===== config.mk =====
export PLATFORM = sky130hd
export DESIGN_NAME = preproc_sched
export DESIGN_NICKNAME = d
export VERILOG_FILES = /design/src/rtl/preproc_sched.sv
export SDC_FILE = /design/constraint.sdc
export NUM_CORES = 1
export LEC_CHECK = 0
export ABC_AREA = 1
export ABC_CLOCK_PERIOD_IN_PS = 2100
export BUFFER_PORTS_ARGS = -buffer_cell sky130_fd_sc_hd__buf_2
export CAP_MARGIN = 10
export CORE_ASPECT_RATIO = 1.75
export CORE_MARGIN = 4
export CORE_UTILIZATION = 30
export DETAILED_ROUTE_END_ITERATION = 6
export RECOVER_POWER = 50
export REMOVE_ABC_BUFFERS = 1
export SETUP_SLACK_MARGIN = 0.3
export SYNTH_ARGS = -nofsm -noshare
export SYNTH_HDL_FRONTEND = slang
export SYNTH_SLANG_ARGS = --single-unit

===== constraint.sdc =====
create_clock -name clk_sys -period 2.1 [get_ports clk_sys]
set_input_delay 0.42 -clock clk_sys [delete_from_list [all_inputs] [get_ports clk_sys]]
set_output_delay 0.42 -clock clk_sys [all_outputs]
set_load 0.005 [all_outputs]

===== src/rtl/preproc_sched.sv =====
// Block scheduler ahead of preproc: one pending config slot, config swap at block boundaries,
// and gating of the sample stream to exactly trans_len valids per block.
// Define PREPROC_SCHED_STAT_EN to add the saturating blk_cnt_o / drop_cnt_o statistics outputs.
module preproc_sched #(
  parameter int LEN_MIN = 12,
  parameter int LEN_MAX = 1200,
  parameter int LDN_MAX = 11
) (
  input  logic        clk_sys,
  input  logic        rst_sys_n,
  input  logic        cfg_val_i,
  input  logic [10:0] cfg_trans_len_i,
  input  logic [3:0]  cfg_ldn_rg_i,
  output logic        cfg_rdy_o,
  input  logic        src_sync_i,
  input  logic        src_val_i,
  output logic        block_sync_o,
  output logic        data_val_o,
  output logic [10:0] trans_len_o,
  output logic [3:0]  ldn_rg_o,
  output logic        busy_o,
  output logic        err_cfg_o,
  output logic        err_short_o,
  output logic        err_drop_o
`ifdef PREPROC_SCHED_STAT_EN
  ,
  output logic [15:0] blk_cnt_o,
  output logic [15:0] drop_cnt_o
`endif
);

  typedef enum logic [1:0] {IDLE, ARMED, RUN, DONE} state_t;

  state_t      state;
  logic        pend_vld;
  logic [10:0] pend_len, act_len, cnt;
  logic [3:0]  pend_ldn, act_ldn;

  logic cfg_legal, blk_start, in_block, drop_ev;

  // The transform must be large enough to hold the whole block.
  assign cfg_legal = (cfg_trans_len_i >= 11'(LEN_MIN)) && (cfg_trans_len_i <= 11'(LEN_MAX)) &&
                     (cfg_ldn_rg_i <= 4'(LDN_MAX)) &&
                     ((12'd1 << cfg_ldn_rg_i) >= {1'b0, cfg_trans_len_i});

  assign blk_start = (state != IDLE) && src_sync_i;
  assign in_block  = (state == RUN) && (cnt < act_len);
  assign drop_ev   = (state == IDLE) ? (src_sync_i || src_val_i)
                                     : (!src_sync_i && src_val_i && !in_block);

  always_ff @(posedge clk_sys) begin
    if (!rst_sys_n) begin
      state        <= IDLE;
      pend_vld     <= 1'b0;
      pend_len     <= '0;
      pend_ldn     <= '0;
      act_len      <= '0;
      act_ldn      <= '0;
      cnt          <= '0;
      cfg_rdy_o    <= 1'b1;
      block_sync_o <= 1'b0;
      data_val_o   <= 1'b0;
      trans_len_o  <= '0;
      ldn_rg_o     <= '0;
      busy_o       <= 1'b0;
      err_cfg_o    <= 1'b0;
      err_short_o  <= 1'b0;
      err_drop_o   <= 1'b0;
    end else begin
      block_sync_o <= 1'b0;
      data_val_o   <= 1'b0;
      err_cfg_o    <= 1'b0;
      err_short_o  <= 1'b0;
      err_drop_o   <= drop_ev;

      // cfg_rdy_o mirrors !pend_vld, so intake and slot release never coincide.
      if (cfg_val_i && cfg_rdy_o) begin
        if (cfg_legal) begin
          pend_vld  <= 1'b1;
          pend_len  <= cfg_trans_len_i;
          pend_ldn  <= cfg_ldn_rg_i;
          cfg_rdy_o <= 1'b0;
        end else begin
          err_cfg_o <= 1'b1;
        end
      end

      if (state == IDLE) begin
        if (pend_vld) begin
          act_len   <= pend_len;
          act_ldn   <= pend_ldn;
          pend_vld  <= 1'b0;
          cfg_rdy_o <= 1'b1;
          state     <= ARMED;
        end
      end else if (blk_start) begin
        if (pend_vld) begin
          act_len     <= pend_len;
          act_ldn     <= pend_ldn;
          trans_len_o <= pend_len;
          ldn_rg_o    <= pend_ldn;
          pend_vld    <= 1'b0;
          cfg_rdy_o   <= 1'b1;
        end else begin
          trans_len_o <= act_len;
          ldn_rg_o    <= act_ldn;
        end
        err_short_o  <= (state == RUN);
        block_sync_o <= 1'b1;
        data_val_o   <= src_val_i;
        cnt          <= src_val_i ? 11'd1 : 11'd0;
        busy_o       <= 1'b1;
        state        <= RUN;
      end else if (src_val_i && in_block) begin
        data_val_o <= 1'b1;
        cnt        <= cnt + 11'd1;
        if (cnt + 11'd1 == act_len) begin
          state  <= DONE;
          busy_o <= 1'b0;
        end
      end
    end
  end

`ifdef PREPROC_SCHED_STAT_EN
  always_ff @(posedge clk_sys) begin
    if (!rst_sys_n) begin
      blk_cnt_o  <= '0;
      drop_cnt_o <= '0;
    end else begin
      if (blk_start && blk_cnt_o != 16'hffff)  blk_cnt_o  <= blk_cnt_o + 16'd1;
      if (drop_ev && drop_cnt_o != 16'hffff)   drop_cnt_o <= drop_cnt_o + 16'd1;
    end
  end
`endif

endmodule


==> qor.txt <==
RUN STATUS
--------------------------------------------------------------------------------------
Status .................................................................. finished clean

CLOCKING
--------------------------------------------------------------------------------------
Deepest clock path buffer count .........................................            2
Cell chosen for the clock root .......................................... sky130_fd_sc_hd__clkbuf_16
TritonCTS sink count ....................................................           66
Htree depth .............................................................            3
Clock latency on the worst-skew pair ....................................      0.33 ns
Number of hold buffers added after CTS ..................................            0
Clock-pin slew on the worst setup and hold paths ........................      0.05 ns
Number of buffers created by CTS ........................................            9
TritonCTS clock tree ....................................................         done

GLOBAL ROUTE
--------------------------------------------------------------------------------------
Global routing usage summed across all routing layers ...................       16.16%
Number of antenna violations at the first check in global routing .......            0
Via count of the first global-routing pass ..............................         3909
First-pass GRT wire length ..............................................     18.13 mm
Pin count of the biggest net entering global routing ....................           34
Remaining Overflow, GRT .................................................            0

STA
--------------------------------------------------------------------------------------
Crit share post-route ...................................................       91.44%
Final hold viol count ...................................................            0
Worst Clk Skew ..........................................................  0.004581 ns
Relative slew slack .....................................................       62.32%
Max Fclk ................................................................   0.5208 GHz
Actual transition at the worst max-transition pin .......................    0.5652 ns
Tmin final ..............................................................     1.920 ns
Setup violations, final .................................................            0
Max Slew Vio Count ......................................................            0
Fin Hold WS .............................................................    0.3265 ns
RSZ-0062 raised after global routing ....................................         true

YOSYS
--------------------------------------------------------------------------------------
Cells taking the most area after synthesis .............................. sky130_fd_sc_hd__dfxtp_1, sky130_fd_sc_hd__nand2_1, sky130_fd_sc_hd__ha_1, sky130_fd_sc_hd__inv_1, sky130_fd_sc_hd__o21ai_0
Synthesized-area fraction occupied by xor and xnor cells ................           0%
Post-Synth Adder-Cell Area ..............................................       7.906%
Ys Warns ................................................................            0
Number of distinct standard cells referenced by the synthesized netlist .           31
Cell area after synthesis ...............................................    3640 um^2
Synthesized-area fraction occupied by ao, oa, aoi and oai cells .........       15.85%
Post-synth top area cell ................................................ sky130_fd_sc_hd__dfxtp_1
Proportion of synthesized chip area in sequential cells .................       36.30%
Average cell area after synthesis .......................................   6.753 um^2
Share of Yosys cell area claimed by the top area cell type ..............       36.30%
Cell count after synthesis ..............................................          539
Share of synthesized cell area in and, or, nand and nor gates ...........       29.43%
Multiplexer share of the synthesized area ...............................           0%
Count of state elements after synthesis .................................           66
Largest family of logic cells by synthesized area ....................... simple AND/OR/NAND/NOR gates

POWER
--------------------------------------------------------------------------------------
Switching power .........................................................     1.679 mW
Worst ir drop on vdd ....................................................    0.4956 mV
Static leakage ..........................................................     2.440 nW
Clk pwr share ...........................................................        31.5%
Power density over the cells ............................................ 882.4 nW/um^2
Sequential group share of total power ...................................        31.5%
Final Total Pwr .........................................................     4.829 mW
Fraction of power spent switching nets ..................................       34.77%
Internal Pwr Total ......................................................     3.150 mW
Part of the power in combinational logic ................................        37.0%

DETAILED ROUTING
--------------------------------------------------------------------------------------
Count of routing violations after the opening detailed-route iteration ..          207
Routed Wire Length ......................................................     11.49 mm
Routed length per placed instance .......................................     14.80 um
Total via count after detailed routing ..................................         3910
Drt first pass iters ....................................................            4
Number of nets with antenna violations after routing ....................            0
Average vias per placed instance ........................................        5.039
Detailed-route DRC error count ..........................................            0

PLACEMENT
--------------------------------------------------------------------------------------
Weighted congestion at the end of routability-driven global placement ...       0.9084
Dpl hpwl ................................................................     8.089 mm
Port Buffer Count .......................................................           41

MIN PATH
--------------------------------------------------------------------------------------
Hold-critical path depth ................................................            3
Min-delay src ........................................................... cfg_trans_len_i[6]
Type of the worst min-delay path ........................................ primary input to flip-flop
Destination of the worst hold path ......................................  pend_len[6]

FLOORPLANNING
--------------------------------------------------------------------------------------
Horizontal die dimension ................................................     91.27 um
Area enclosed by the die boundary .......................................   14030 um^2
Die span in y ...........................................................     153.7 um
Starting Density ........................................................       30.49%
Number of ports placed on the die boundary ..............................           42
Core footprint ..........................................................   11940 um^2
Num rows ................................................................           53

SETUP PATH
--------------------------------------------------------------------------------------
Data required time at the worst endpoint ................................      2.36 ns
Crit end category .......................................................    flip-flop
Worst-path fanout max ...................................................            6
Startpoint type of the worst setup path ................................. primary input
Delay contributed by the slowest stage of the critical path .............      0.30 ns
Number of cells traversed by the worst register-to-register path ........           12
Worst path arrival time .................................................      2.18 ns
Endpoint of the lowest-slack register-to-register path ..................       busy_o
Setup slack of the most critical reg-to-reg path ........................      0.24 ns
Kind of cell adding the most delay to the critical path ................. simple AND/OR/NAND/NOR gates
Worst-path cell chain ................................................... buf_6 > nand2_4 > nor3_2 > ha_1 > buf_4 > nand3_2 > nor3_2 > nand2_1 > nand3_2 > nand3b_4 > buf_12 > buf_12 > nand2_4 > nand2_2 > nor2_2
Launch instance of the worst register-to-register path ..................       cnt[1]
Master of the slowest instance on the critical path ..................... sky130_fd_sc_hd__ha_1
Sum of buffers and inverters on the critical path .......................            4
Type of the setup path with the least slack ............................. primary input to flip-flop

FINISH
--------------------------------------------------------------------------------------
Post-layout net count ...................................................          677
Layout cells sized above 1 ..............................................       38.03%
Area Overhead vs Synth ..................................................       50.36%
Fillers .................................................................         1175
Register Area ...........................................................    1351 um^2
Diodes inserted .........................................................            0
Multi-input gate area in the final layout ...............................    2470 um^2

RUN
--------------------------------------------------------------------------------------
Max-cap violations ......................................................            0

[cell usage after synthesis, drive strengths merged]
cell type  instances
o211ai             1
nor2              64
nor3               6
ha                23
nor4               1
nand3b             4
nand4              7
o21bai             1
o22ai              1
buf                8
nand3             38
a22o               9
a31oi              1
o21a               1
a211oi             3
dfxtp             66
a21oi             36
o21ai             49
inv               79
clkbuf             8
a21boi             2
clkinv             1
nand2            130
[cells in the final DEF, fill, tap and decap left out, types with 5 or more instances in the layout]
cell type / synthesis / final
sky130_fd_sc_hd__nand3_4: 0 / 5
sky130_fd_sc_hd__buf_6: 2 / 12
sky130_fd_sc_hd__nor2_4: 1 / 8
sky130_fd_sc_hd__inv_4: 0 / 8
sky130_fd_sc_hd__ha_1: 23 / 13
sky130_fd_sc_hd__inv_1: 76 / 59
sky130_fd_sc_hd__a21oi_2: 0 / 13
sky130_fd_sc_hd__a21oi_1: 36 / 23
sky130_fd_sc_hd__o21ai_2: 0 / 6
sky130_fd_sc_hd__buf_4: 0 / 37
sky130_fd_sc_hd__o21ai_0: 49 / 38
sky130_fd_sc_hd__a22o_1: 9 / 9
sky130_fd_sc_hd__buf_2: 6 / 24
sky130_fd_sc_hd__nand3_2: 2 / 8
sky130_fd_sc_hd__clkbuf_16: 0 / 9
sky130_fd_sc_hd__dfxtp_1: 66 / 48
sky130_fd_sc_hd__nand4_1: 7 / 7
sky130_fd_sc_hd__buf_12: 0 / 6
sky130_fd_sc_hd__nand3_1: 36 / 25
sky130_fd_sc_hd__dfxtp_2: 0 / 15
sky130_fd_sc_hd__nand2_2: 1 / 29
sky130_fd_sc_hd__nor2_2: 4 / 8
sky130_fd_sc_hd__ha_4: 0 / 10
sky130_fd_sc_hd__nand2_1: 129 / 93
sky130_fd_sc_hd__inv_2: 3 / 9
sky130_fd_sc_hd__clkbuf_1: 8 / 15
sky130_fd_sc_hd__nand2_4: 0 / 8
sky130_fd_sc_hd__nor2_1: 59 / 48
sky130_fd_sc_hd__o21ai_1: 0 / 5
[layout make-up]
class	instances	area share [%]
clock inverters	4	0.9145
repair buffers	100	15.32
well taps	137	3.132
multi-input cells	377	45.13
inverters	80	6.127
clock buffers	12	4.687
flip-flops and latches	66	24.69
[registers in the layout, indices dropped and copies added, names as in the netlist]
name and cells:
act_len 11, busy_o 1, pend_len 11, err_short_o 1, err_drop_o 1, act_ldn 4
trans_len_o 11, cfg_rdy_o 1, cnt 11, data_val_o 1, err_cfg_o 1, pend_ldn 4
block_sync_o 1, pend_vld 1, state 2, ldn_rg_o 4
[stage by stage]
step,cells,utilization [%],TNS [ns],cell area (um^2),worst slack [ns]
global route,776,45.85,0,5473,0.06547
detailed placement,732,35.22,-3.943,4204,-0.2589
finish,776,45.85,0,5473,0.1798
CTS,763,42.46,0,5069,0.2474
floorplan,523,-,0,3557,0.02112
global placement,732,35.22,-2.509,4204,-0.1685
[power by group through the flow]
stage / sequential, mW / clock, mW / combinational (mW)
global route: 1.54 / 1.61 / 1.94
floorplan: 1.50 / 0 / 0.703
detailed placement: 1.50 / 0 / 1.19
finish: 1.52 / 1.52 / 1.79
CTS: 1.49 / 1.55 / 1.50
global placement: 1.49 / 0 / 1.16
[layer usage]
layer / up-vias / global-route usage (%) / wire length [um]
met5: - / 0 / 0
met4: 0 / 10.43 / 615
met3: 43 / 2.594 / 448
met2: 125 / 31.90 / 6501
met1: 1802 / 14.76 / 3920
li1: 1940 / - / -
[cells by family (layout without fill, tap and decap cells)]
group,count (synthesis),after routing
simple gates,250,250
compound gates,104,104
buf+inv,96,196
flops,66,66
fa+ha+maj,23,23
[worst max path at each step]
stage                    start          end  cells past startpoint
3_5_place_dp   cfg_ldn_rg_i[2]  pend_len[8]                     13
5_1_grt        cfg_ldn_rg_i[3]  pend_len[9]                     17
4_1_cts        cfg_ldn_rg_i[3]  pend_len[9]                     17
2_1_floorplan  cfg_ldn_rg_i[3]  pend_ldn[0]                     14
3_3_place_gp   cfg_ldn_rg_i[2]  pend_len[7]                     13
6_report       cfg_ldn_rg_i[2]  pend_len[9]                     15
[worst reg2reg max path: stages, from the launching register on]
cell and delay, ns:
sky130_fd_sc_hd__dfxtp_4 0.37, sky130_fd_sc_hd__ha_4 0.18, sky130_fd_sc_hd__nand2_4 0.06, sky130_fd_sc_hd__nor2_4 0.19, sky130_fd_sc_hd__nand2_1 0.08, sky130_fd_sc_hd__nand3_1 0.08, sky130_fd_sc_hd__nand2_2 0.06, sky130_fd_sc_hd__nor2_2 0.13
sky130_fd_sc_hd__nand3_2 0.11, sky130_fd_sc_hd__nor2_4 0.17, sky130_fd_sc_hd__nand3_1 0.16, sky130_fd_sc_hd__nand3_1 0.11, sky130_fd_sc_hd__nand2_1 0.05
[repair_timing]
action | CTS | global route
setup endpoints to repair | 31 | 32
setup buffers | 12 | 13
gates resized for setup | 109 | 101
hold endpoints to repair | 0 | 0
pin swaps | 35 | 40
gates cloned | 3 | 0
(Power assumes the default switching activity.)
